## config.mk

```make
export PLATFORM = sky130hd
export DESIGN_NAME = aes444_share_driver
export DESIGN_NICKNAME = d
export VERILOG_FILES = /design/src/rtl/aes444_pkg.sv /design/src/rtl/dom_prng.sv /design/src/rtl/aes444_share_driver.sv
export SDC_FILE = /design/constraint.sdc
export NUM_CORES = 2
export LEC_CHECK = 0
export ABC_CLOCK_PERIOD_IN_PS = 2400
export BUFFER_PORTS_ARGS = -buffer_cell sky130_fd_sc_hd__buf_2
export CAP_MARGIN = 10
export CORE_AREA = 2 2 364 366
export CTS_CLUSTER_DIAMETER = 150
export DETAILED_ROUTE_END_ITERATION = 8
export DIE_AREA = 0 0 366 368
export HOLD_SLACK_MARGIN = 0.05
export RECOVER_POWER = 25
export SYNTH_ARGS = -nofsm -noshare
export SYNTH_HDL_FRONTEND = slang
export SYNTH_SLANG_ARGS = --single-unit
```

## constraint.sdc

```tcl
create_clock -name clk -period 2.4 [get_ports clk]
set_clock_uncertainty 0.05 [all_clocks]
set_input_delay 0.12 -clock clk [delete_from_list [all_inputs] [get_ports clk]]
set_output_delay 0.12 -clock clk [all_outputs]
set_load 0.05 [all_outputs]
```

## src/rtl/aes444_pkg.sv

```systemverilog
// Shared types, constants and PRNG helpers for the AES444 share driver.
package aes444_pkg;

  typedef enum logic [2:0] {
    IDLE,
    LOAD,
    START,
    RUN,
    RESP
  } state_t;

  // Right-shifting Galois LFSR64 feedback taps.
  localparam logic [63:0] LFSR_TAP   = 64'hD800_0000_0000_0000;
  // Golden-ratio constant used to decorrelate the lane seeds.
  localparam logic [63:0] GOLDEN     = 64'h9E37_79B9_7F4A_7C15;
  localparam int          RAND_W     = 360;
  localparam int          PRNG_LANES = 8;

  // One Galois shift of a 64-bit lane.
  function automatic logic [63:0] lfsr_step(input logic [63:0] s);
    return {1'b0, s[63:1]} ^ (s[0] ? LFSR_TAP : 64'h0);
  endfunction

  // Per-lane seed; an all-zero lane would lock up, so it is forced to 1.
  function automatic logic [63:0] lane_seed(input logic [63:0] seed, input int lane);
    logic [63:0] v;
    v = seed ^ (64'(lane) * GOLDEN);
    return (v == 64'h0) ? 64'h1 : v;
  endfunction

endpackage

```

## src/rtl/dom_prng.sv

```systemverilog
// Eight parallel Galois LFSR64 lanes. rnd_out shows the value the lanes
// take after one step from either the current state or, when seed_load is
// high, from the freshly seeded state, so a caller can register a draw on
// the same edge that advances the generator.
module dom_prng
  import aes444_pkg::*;
(
  input  logic                       clk,
  input  logic                       rst,
  input  logic                       seed_load,
  input  logic [63:0]                seed,
  input  logic                       step,
  output logic [PRNG_LANES*64-1:0]   rnd_out
);

  for (genvar gi = 0; gi < PRNG_LANES; gi++) begin : g_lane
    logic [63:0] lane_reg;
    logic [63:0] lane_base;
    logic [63:0] lane_stepped;

    // Seed takes priority over the stored state so a same-cycle draw uses the new seed.
    always_comb begin
      lane_base    = seed_load ? lane_seed(seed, gi) : lane_reg;
      lane_stepped = lfsr_step(lane_base);
    end

    assign rnd_out[gi*64 +: 64] = lane_stepped;

    // Lane state: default seed after reset, then load and/or advance on request.
    always_ff @(posedge clk) begin
      if (rst) begin
        lane_reg <= lane_seed(64'h1, gi);
      end else if (step) begin
        lane_reg <= lane_stepped;
      end else if (seed_load) begin
        lane_reg <= lane_base;
      end
    end
  end

endmodule

```

## src/rtl/aes444_share_driver.sv

```systemverilog
// Initiator for one AES444 core: masks a key/plaintext request into two
// shares, pulses start, refreshes randomness once per round, captures the
// ciphertext after the fixed core latency and hands it back on a
// valid/ready response.
module aes444_share_driver
  import aes444_pkg::*;
#(
  parameter int ROUNDS      = 10,
  parameter int CYC_PER_RND = 4,
  parameter int SETUP       = 2,
  parameter int LATENCY     = 42,
  parameter bit MASK_EN     = 1'b1
) (
  input  logic              clk,
  input  logic              rst,
  input  logic              seed_load,
  input  logic [63:0]       seed,
  input  logic              req_valid,
  output logic              req_ready,
  input  logic [63:0]       req_key,
  input  logic [63:0]       req_text,
  output logic              aes_start,
  output logic [63:0]       aes_key_in,
  output logic [63:0]       aes_k_mask,
  output logic [63:0]       aes_text_in,
  output logic [63:0]       aes_t_mask,
  output logic [RAND_W-1:0] aes_random_bits,
  input  logic [63:0]       aes_text_out,
  output logic              rsp_valid,
  input  logic              rsp_ready,
  output logic [63:0]       rsp_text
);

  localparam int CNT_W = $clog2(LATENCY + 1);
  localparam int PH_W  = (CYC_PER_RND > 1) ? $clog2(CYC_PER_RND) : 1;
  localparam int SU_W  = (SETUP > 1) ? $clog2(SETUP) : 1;
  localparam int RC_W  = $clog2(ROUNDS + 1);

  localparam logic [CNT_W-1:0] CNT_LAST = CNT_W'(LATENCY - 1);
  localparam logic [PH_W-1:0]  PH_LAST  = PH_W'(CYC_PER_RND - 1);
  localparam logic [SU_W-1:0]  SU_LAST  = SU_W'(SETUP - 1);
  localparam logic [RC_W-1:0]  RC_MAX   = RC_W'(ROUNDS);

  // All randomness refreshes must land before the ciphertext is captured.
  if (LATENCY < ROUNDS * CYC_PER_RND || ROUNDS < 1 || SETUP < 1 || CYC_PER_RND < 1) begin : g_param_check
    $error("aes444_share_driver: LATENCY must cover ROUNDS*CYC_PER_RND and all counts must be >= 1");
  end

  state_t           state_reg;
  logic [CNT_W-1:0] cnt_reg;
  logic [PH_W-1:0]  phase_reg;
  logic [SU_W-1:0]  setup_cnt_reg;
  logic [RC_W-1:0]  rnd_cnt_reg;

  logic [PRNG_LANES*64-1:0] prng_out;
  logic                     prng_unused;
  logic                     accept;
  logic                     reload;
  logic                     prng_seed_load;
  logic [63:0]              k_mask_draw;
  logic [63:0]              t_mask_draw;
  logic [RAND_W-1:0]        rand_draw;

  assign req_ready      = (state_reg == IDLE);
  assign accept         = req_valid && (state_reg == IDLE);
  assign prng_seed_load = seed_load && (state_reg == IDLE);
  // First refresh on the start cycle, then once per round until ROUNDS are issued.
  assign reload = (state_reg == START) ||
                  ((state_reg == RUN) && (phase_reg == PH_LAST) && (rnd_cnt_reg < RC_MAX));

  assign k_mask_draw = MASK_EN ? prng_out[63:0]   : 64'h0;
  assign t_mask_draw = MASK_EN ? prng_out[127:64] : 64'h0;
  assign rand_draw   = prng_out[128 +: RAND_W];
  assign prng_unused = ^prng_out[PRNG_LANES*64-1:128+RAND_W];

  dom_prng u_prng (
    .clk       (clk),
    .rst       (rst),
    .seed_load (prng_seed_load),
    .seed      (seed),
    .step      (accept || reload),
    .rnd_out   (prng_out)
  );

  // Sequencer: request capture, setup hold, start pulse, round timing, response.
  always_ff @(posedge clk) begin
    if (rst) begin
      state_reg       <= IDLE;
      cnt_reg         <= '0;
      phase_reg       <= '0;
      setup_cnt_reg   <= '0;
      rnd_cnt_reg     <= '0;
      aes_start       <= 1'b0;
      aes_key_in      <= '0;
      aes_k_mask      <= '0;
      aes_text_in     <= '0;
      aes_t_mask      <= '0;
      aes_random_bits <= '0;
      rsp_valid       <= 1'b0;
      rsp_text        <= '0;
    end else begin
      aes_start <= 1'b0;
      case (state_reg)
        IDLE: begin
          if (req_valid) begin
            aes_key_in      <= req_key ^ k_mask_draw;
            aes_k_mask      <= k_mask_draw;
            aes_text_in     <= req_text ^ t_mask_draw;
            aes_t_mask      <= t_mask_draw;
            aes_random_bits <= rand_draw;
            setup_cnt_reg   <= '0;
            state_reg       <= LOAD;
          end
        end
        LOAD: begin
          if (setup_cnt_reg == SU_LAST) begin
            aes_start <= 1'b1;
            state_reg <= START;
          end else begin
            setup_cnt_reg <= setup_cnt_reg + 1'b1;
          end
        end
        START: begin
          aes_random_bits <= rand_draw;
          cnt_reg         <= '0;
          phase_reg       <= '0;
          rnd_cnt_reg     <= RC_W'(1);
          state_reg       <= RUN;
        end
        RUN: begin
          cnt_reg   <= cnt_reg + 1'b1;
          phase_reg <= (phase_reg == PH_LAST) ? '0 : phase_reg + 1'b1;
          if (reload) begin
            aes_random_bits <= rand_draw;
            rnd_cnt_reg     <= rnd_cnt_reg + 1'b1;
          end
          if (cnt_reg == CNT_LAST) begin
            rsp_text  <= aes_text_out;
            rsp_valid <= 1'b1;
            state_reg <= RESP;
          end
        end
        RESP: begin
          if (rsp_ready) begin
            rsp_valid       <= 1'b0;
            rsp_text        <= '0;
            aes_key_in      <= '0;
            aes_k_mask      <= '0;
            aes_text_in     <= '0;
            aes_t_mask      <= '0;
            aes_random_bits <= '0;
            state_reg       <= IDLE;
          end
        end
        default: state_reg <= IDLE;
      endcase
    end
  end

endmodule

```

Word-level counts from Yosys, hierarchy flattened
Index checks and enable logic that the tools add are counted.
- register bits: 1210
- order comparisons: 1
- equality and inequality tests: 11
- add/sub/neg operators: 4
- muxes and demuxes: 72
- reduce and logical (&&, ||, !) cells: 28
- bitwise logic cells: 18
- operator list (cell ; number):
    $mux W64 ; 46
    $pmux W360 S4 ; 1
    $mux W360 ; 3
    $pmux W64 S2 ; 5
    $logic_not A64 Y1 ; 8
    $xor A63 B64 Y64 ; 8
    $xor A64 B64 Y64 ; 2
    $not A37 Y37 ; 2
    $not A40 Y40 ; 1
    $not A39 Y39 ; 1
    $not A38 Y38 ; 1
    $not A32 Y32 ; 1
    $not A26 Y26 ; 1
    $pmux W3 S5 ; 1
    $mux W3 ; 4
    $pmux W6 S2 ; 1
    $reduce_bool A2 Y1 ; 5
    $ne A2 B2 Y1 const B ; 4
    $pmux W4 S2 ; 1
    $reduce_and A4 Y1 ; 2
    $add A6 B1 Y6 const B ; 1
    $eq A3 B2 Y1 const B ; 2
    $eq A6 B6 Y1 const B ; 1
    $reduce_and A3 Y1 ; 2
    other kinds (20) ; 30

Depth between registers and ports, before layout
- word-level depth: 9
- depth in mapped cells: 10

Cells and area by module
A second synthesis with hierarchy kept.
- cell total of the unflattened synthesis: 6072
- area total of the unflattened synthesis: 51205.4 µm²
- modules (own cells, without submodules) (module ; times used ; cells each ; area an instance (µm²)):
    aes444_share_driver ; 1 ; 2937 ; 27861.7
    dom_prng ; 1 ; 3135 ; 23343.6

Least setup slack after synthesis
No wires, ideal clock.
- path kind: reg2reg
- from: reg state_reg[0]
- to: reg aes_k_mask[10]
- setup time: 0.128 ns
- arrival time: 2.907 ns
- path slack: -0.685 ns
- cell stages (with the launch flop): 10
- buffers on the path: 4
- path through: dfxtp_1 > buf_2 > nor3_1 > and2_1 > clkbuf_1 > nor2_1 > clkbuf_1 > clkbuf_1 > a22oi_1 > nor2_1
- longest elaborated chain between the ends: 6
- elaborated cells between the ends (all ways): 11
- those cells by class: 3 x eq/ne; 3 x mux; 1 x bitwise; 4 x reduce/logical
- ends and longest elaborated chain (what ; line ; source):
    start: declaration ; aes444_share_driver.sv:49 ; state_t state_reg;
    start signal: assignment ; aes444_share_driver.sv:88 ; state_reg <= IDLE;
    start signal: assignment ; aes444_share_driver.sv:112 ; state_reg <= LOAD;
    start signal: assignment ; aes444_share_driver.sv:118 ; state_reg <= START;
    $logic_not A3 Y1 * ; n/a ;
    net req_ready ; aes444_share_driver.sv:19 ; output logic req_ready,
    $logic_and A1 B1 Y1 ; aes444_share_driver.sv:66 ; assign prng_seed_load = seed_load && (state_reg == IDLE);
    $mux W64 ; dom_prng.sv:23 ; lane_base = seed_load ? lane_seed(seed, gi) : lane_reg;
    $xor A63 B64 Y64 ; aes444_pkg.sv:21 ; return {1'b0, s[63:1]} ^ (s[0] ? LFSR_TAP : 64'h0);
    $mux W64 ; aes444_share_driver.sv:105 ; if (req_valid) begin
    $pmux W64 S2 ; aes444_share_driver.sv:103 ; case (state_reg)
    end signal: assignment ; aes444_share_driver.sv:107 ; aes_k_mask <= k_mask_draw;
    end: declaration ; aes444_share_driver.sv:24 ; output logic [63:0] aes_k_mask,
Mark *: on every way through the listed nets, which the timed path passes. The rest lies on a longest branch. The select of a mux whose other input is x is not followed.
A chain may end at the register's enable or synchronous reset.

Worst setup path in the final report
- from: reg state_reg[0]
- to: reg aes_key_in[33]
- longest elaborated chain between the ends: 7
- elaborated cells between the ends (all ways): 12
- those cells by class: 3 x eq/ne; 3 x mux; 2 x bitwise; 4 x reduce/logical
- ends and longest elaborated chain (what ; line ; source):
    $logic_not A3 Y1 ; aes444_share_driver.sv:66, aes444_share_driver.sv:103 ;
    $logic_and A1 B1 Y1 ; aes444_share_driver.sv:66 ;
    $mux W64 ; dom_prng.sv:23 ;
    $xor A63 B64 Y64 ; aes444_pkg.sv:21 ;
    $xor A64 B64 Y64 ; aes444_share_driver.sv:106 ; aes_key_in <= req_key ^ k_mask_draw;
    $mux W64 ; aes444_share_driver.sv:105 ;
    $pmux W64 S2 ; aes444_share_driver.sv:103 ;
    end signal: assignment ; aes444_share_driver.sv:106 ;
    end: declaration ; aes444_share_driver.sv:23 ; output logic [63:0] aes_key_in,
Parallel ways exist; a longest one is shown, timed or not. The select of a mux whose other input is x is not followed.

==> impl_metrics.ini <==
[timing]
finalSetupViolations = 1
hold_viol = 0
tns_ps = -30.6
worst_pin_slew_ps = 1140
slew_violations = 0
post-route-min-period_ps = 2430
setup_ws_ps = -30.6
grt_setup_unrepaired = true
max_slew_margin_pct = 23.7
fin_crit_sh_pct = 101
clock.fmax_mhz = 411

[detailed_routing]
drcViolationCount = 0
drt-wirelength-per-cell_um = 27.6
first_pass_iters = 6
ant_nets = 0
vias = 53300
post_drt_via_cell_ratio = 5.68
drtIter0Drc = 6522
wl_um = 259000

[worst_hold_path]
hold_start = aes_text_out[2]
holdPathEnd = rsp_text[2]$_SDFFE_PP0P_
hold_path_depth = 4
holdCritPathClass = input port to flip-flop

[global_routing]
grt.total_usage_pct = 36.5
grt_pass1_wl_um = 359000
gr-total-overflow = 0
grt_pass1_vias = 48800
antenna_found_initial = 40
grt_max_degree = 151

[power_and_ir_drop]
leakage_nw = 30.0
pwr-share-comb_pct = 26.6
seqPwrFrac_pct = 38.1
power_density_mw_per_mm2 = 889
irDropWorstVdd_v = 0.000696
finalPower_mw = 60.9
p_int_mw = 39.6
p_clk_share_pct = 35.3
switching_share_pct = 35.0
p_sw_mw = 21.3

[worst_setup_path]
worstSetupStartpoint = state_reg[0]$_SDFFE_PP0P_
critPathTopFamily = simple AND/OR/NAND/NOR gates
reg2reg_to = aes_key_in[33]$_SDFFE_PP0P_
worstPathMaxFanout = 9
critPathLaunchType = flip-flop
reg2reg_depth = 8
crit_path_end_kind = flip-flop
path_class = flip-flop to flip-flop
r2r_slack_ps = -30
crit_buf_inv = 2
cp_cell_sequence = or4b_4, buf_12, nor2_2, buf_4, a21oi_1, xnor2_1, a22oi_1, nor2_1
required_ps = 3020
arrival_ps = 3050
crit_path_max_incr_delay_ps = 700
cp_slowest_cell = or4b_4
rr_startpoint = state_reg[0]$_SDFFE_PP0P_

[clocking]
clockBufferDepth = 3
clock-sinks = 1210
path_clk_slew_ps = 60
clock-root-buffer = clkbuf_16
cts_buffers = 137
tritoncts = built
htree_num_levels = 4
clk_latency_ps = 810

[logic_synthesis]
synthArstFlopShare_pct = 0
yosysWarnings = 0
syn-num-nets = 6167
yosys_register_bits = 1210
ys_seq_area_share_pct = 50.2
syn-mean-instance-area_um2 = 8.18
postSynthCellCount = 5902
netlist_area_mm2 = 0.0483
synth_edf_count = 0
synth_ff_type = dfxtp_1
ys_types = 68

[flow_run]
drv_cap = 0

[die]
fp.dieArea_mm2 = 0.135
floorplan.initialDensity_pct = 36.9
die_x_um = 366
num_io_pins = 944
core_mm2 = 0.131
die_h_um = 368
std_cell_rows = 133

[finish]
drive_gt1_share_pct = 26.7
multi_input_area_mm2 = 0.0223
largest_register_ff_count = 512
synthToLayoutAreaGrowth_pct = 41.8
finish.net_count = 7765
nFillCells = 12300
seqCellArea_mm2 = 0.0242

[placed_design]
port_buffers = 943
gp_congestion = 0.958
dp_hpwl_um = 188000
place_ws_ps = -311

[outcome]
violations = setup timing
outcome = finished with violations
==> cell usage in the layout, fill, tap and decap left out, types with 103 or more instances in the layout <==
cell / count
nor2_1: 1104
nand3_1: 197
clkbuf_16: 144
a22oi_1: 192
buf_2: 942
nand2_1: 625
dfxtp_1: 1207
dlygate4sd3_1: 322
buf_4: 556
o21ai_0: 223
a211oi_1: 103
o211ai_1: 130
a31oi_1: 159
or3_1: 112
buf_12: 120
a21oi_1: 655
==> worst reg2reg max path, delay by kind of cell, from the launching register on <==
kind                   cells  cell delay [ps]
AND/OR/NAND/NOR            3              950
XOR/XNOR                   1              180
AO/OA/AOI/OAI              2              310
flip-flops                 1              370
buffers and inverters      2              430
==> power groups by stage <==
stage                     Clock (mW)  Sequential (mW)  Combinational (mW)
after floorplan                    0             26.4                5.76
after global placement             0             23.5                15.1
after detailed placement           0             23.5                15.2
after CTS                       21.6             23.1                15.7
after global routing            22.4             23.3                17.0
final                           21.5             23.2                16.2
==> synthesized netlist by cell type, types with 5 or more instances <==
cell type,count,area [um^2]
a211o_1,8,70.1
a211oi_1,103,773
a21boi_0,16,120
a21o_1,13,97.6
a21oi_1,678,3390
a22oi_1,193,1450
a2bb2oi_1,6,52.6
a31o_2,5,43.8
a31oi_1,163,1020
and2_1,54,338
and3_1,27,169
and4b_1,5,50.1
buf_1,56,210
buf_2,90,450
buf_4,6,45.0
clkbuf_1,356,1340
dfxtp_1,1210,24200
inv_1,16,60.1
mux2_2,5,56.3
mux2i_1,41,410
mux4_2,13,293
nand2_1,642,2410
nand2b_1,14,87.6
nand3_1,199,996
nand3b_1,6,45.0
nand4_1,31,194
nor2_1,1118,4200
nor2b_1,6,37.5
nor3_1,27,135
nor4_1,13,81.3
nor4b_1,5,43.8
o2111ai_1,10,87.6
o211ai_1,130,976
o21a_1,47,353
o21ai_0,236,1180
o31ai_1,5,37.5
or2_2,43,269
or3_1,112,701
xnor2_1,88,771
xor2_1,43,377
==> cell type report <==
class                   instances  area share [%]
flip-flops and latches       1210            35.4
multi-input cells            4168            32.6
repair buffers               1967            21.9
clock buffers                 197            5.85
well taps                    1755            3.21
clock inverters                49           0.784
inverters                      16          0.0951
diodes                         24          0.0878
==> through the flow <==
step / hold WS [ps] / instance area (um^2) / cells / utilization (%)
floorplan: 183 / 48300 / 5902 / -
global placement: 313 / 59900 / 8778 / 45.8
detailed placement: 318 / 59900 / 8778 / 45.8
CTS: -335 / 67900 / 9352 / 51.9
global route: 91.7 / 68400 / 9372 / 52.3
finish: 94.4 / 68400 / 9386 / 52.3
==> layer usage <==
metal,track usage [%],vias up,routed length (um)
met5,0,-,71
met4,21.5,12,17000
met3,10.3,635,28200
met2,54.7,3125,112000
met1,46.8,25800,102000
li1,-,23800,-
==> what timing repair did <==
item                       in CTS  in global routing
pin swaps                       2                  7
gates resized for setup        34                105
hold endpoints to repair      464                 63
buffers inserted                2                  3
hold buffers                  325                  2
gates cloned                    1                  5
setup endpoints to repair      89                341
==> worst max-delay path by stage <==
stage	end	slack, ps	depth (start not counted)
after floorplan	aes_k_mask[10]$_SDFFE_PP0P_	40	9
after global placement	u_prng.g_lane[1].lane_reg[49]$_SDFFE_PP1P_	-300	10
after detailed placement	u_prng.g_lane[1].lane_reg[49]$_SDFFE_PP1P_	-310	10
after CTS	aes_text_in[33]$_SDFFE_PP0P_	-8	6
after global routing	u_prng.g_lane[4].lane_reg[31]$_SDFFE_PP1P_	-30	9
final	aes_key_in[33]$_SDFFE_PP0P_	-30	8
==> logic make-up after synthesis <==
| kind of cell | after synthesis | share of synthesized area, % |
|---|---|---|
| AND/OR/NAND/NOR | 2329 | 20.7 |
| adder cells (fa/ha/maj) | 4 | 0.104 |
| multiplexers | 59 | 1.57 |
| XOR/XNOR | 134 | 2.52 |
| AO/OA/AOI/OAI | 1641 | 20.5 |
| flip-flops | 1210 | 50.2 |
| buffers and inverters | 525 | 4.37 |
Note: power is estimated with default switching activity, not from simulation.
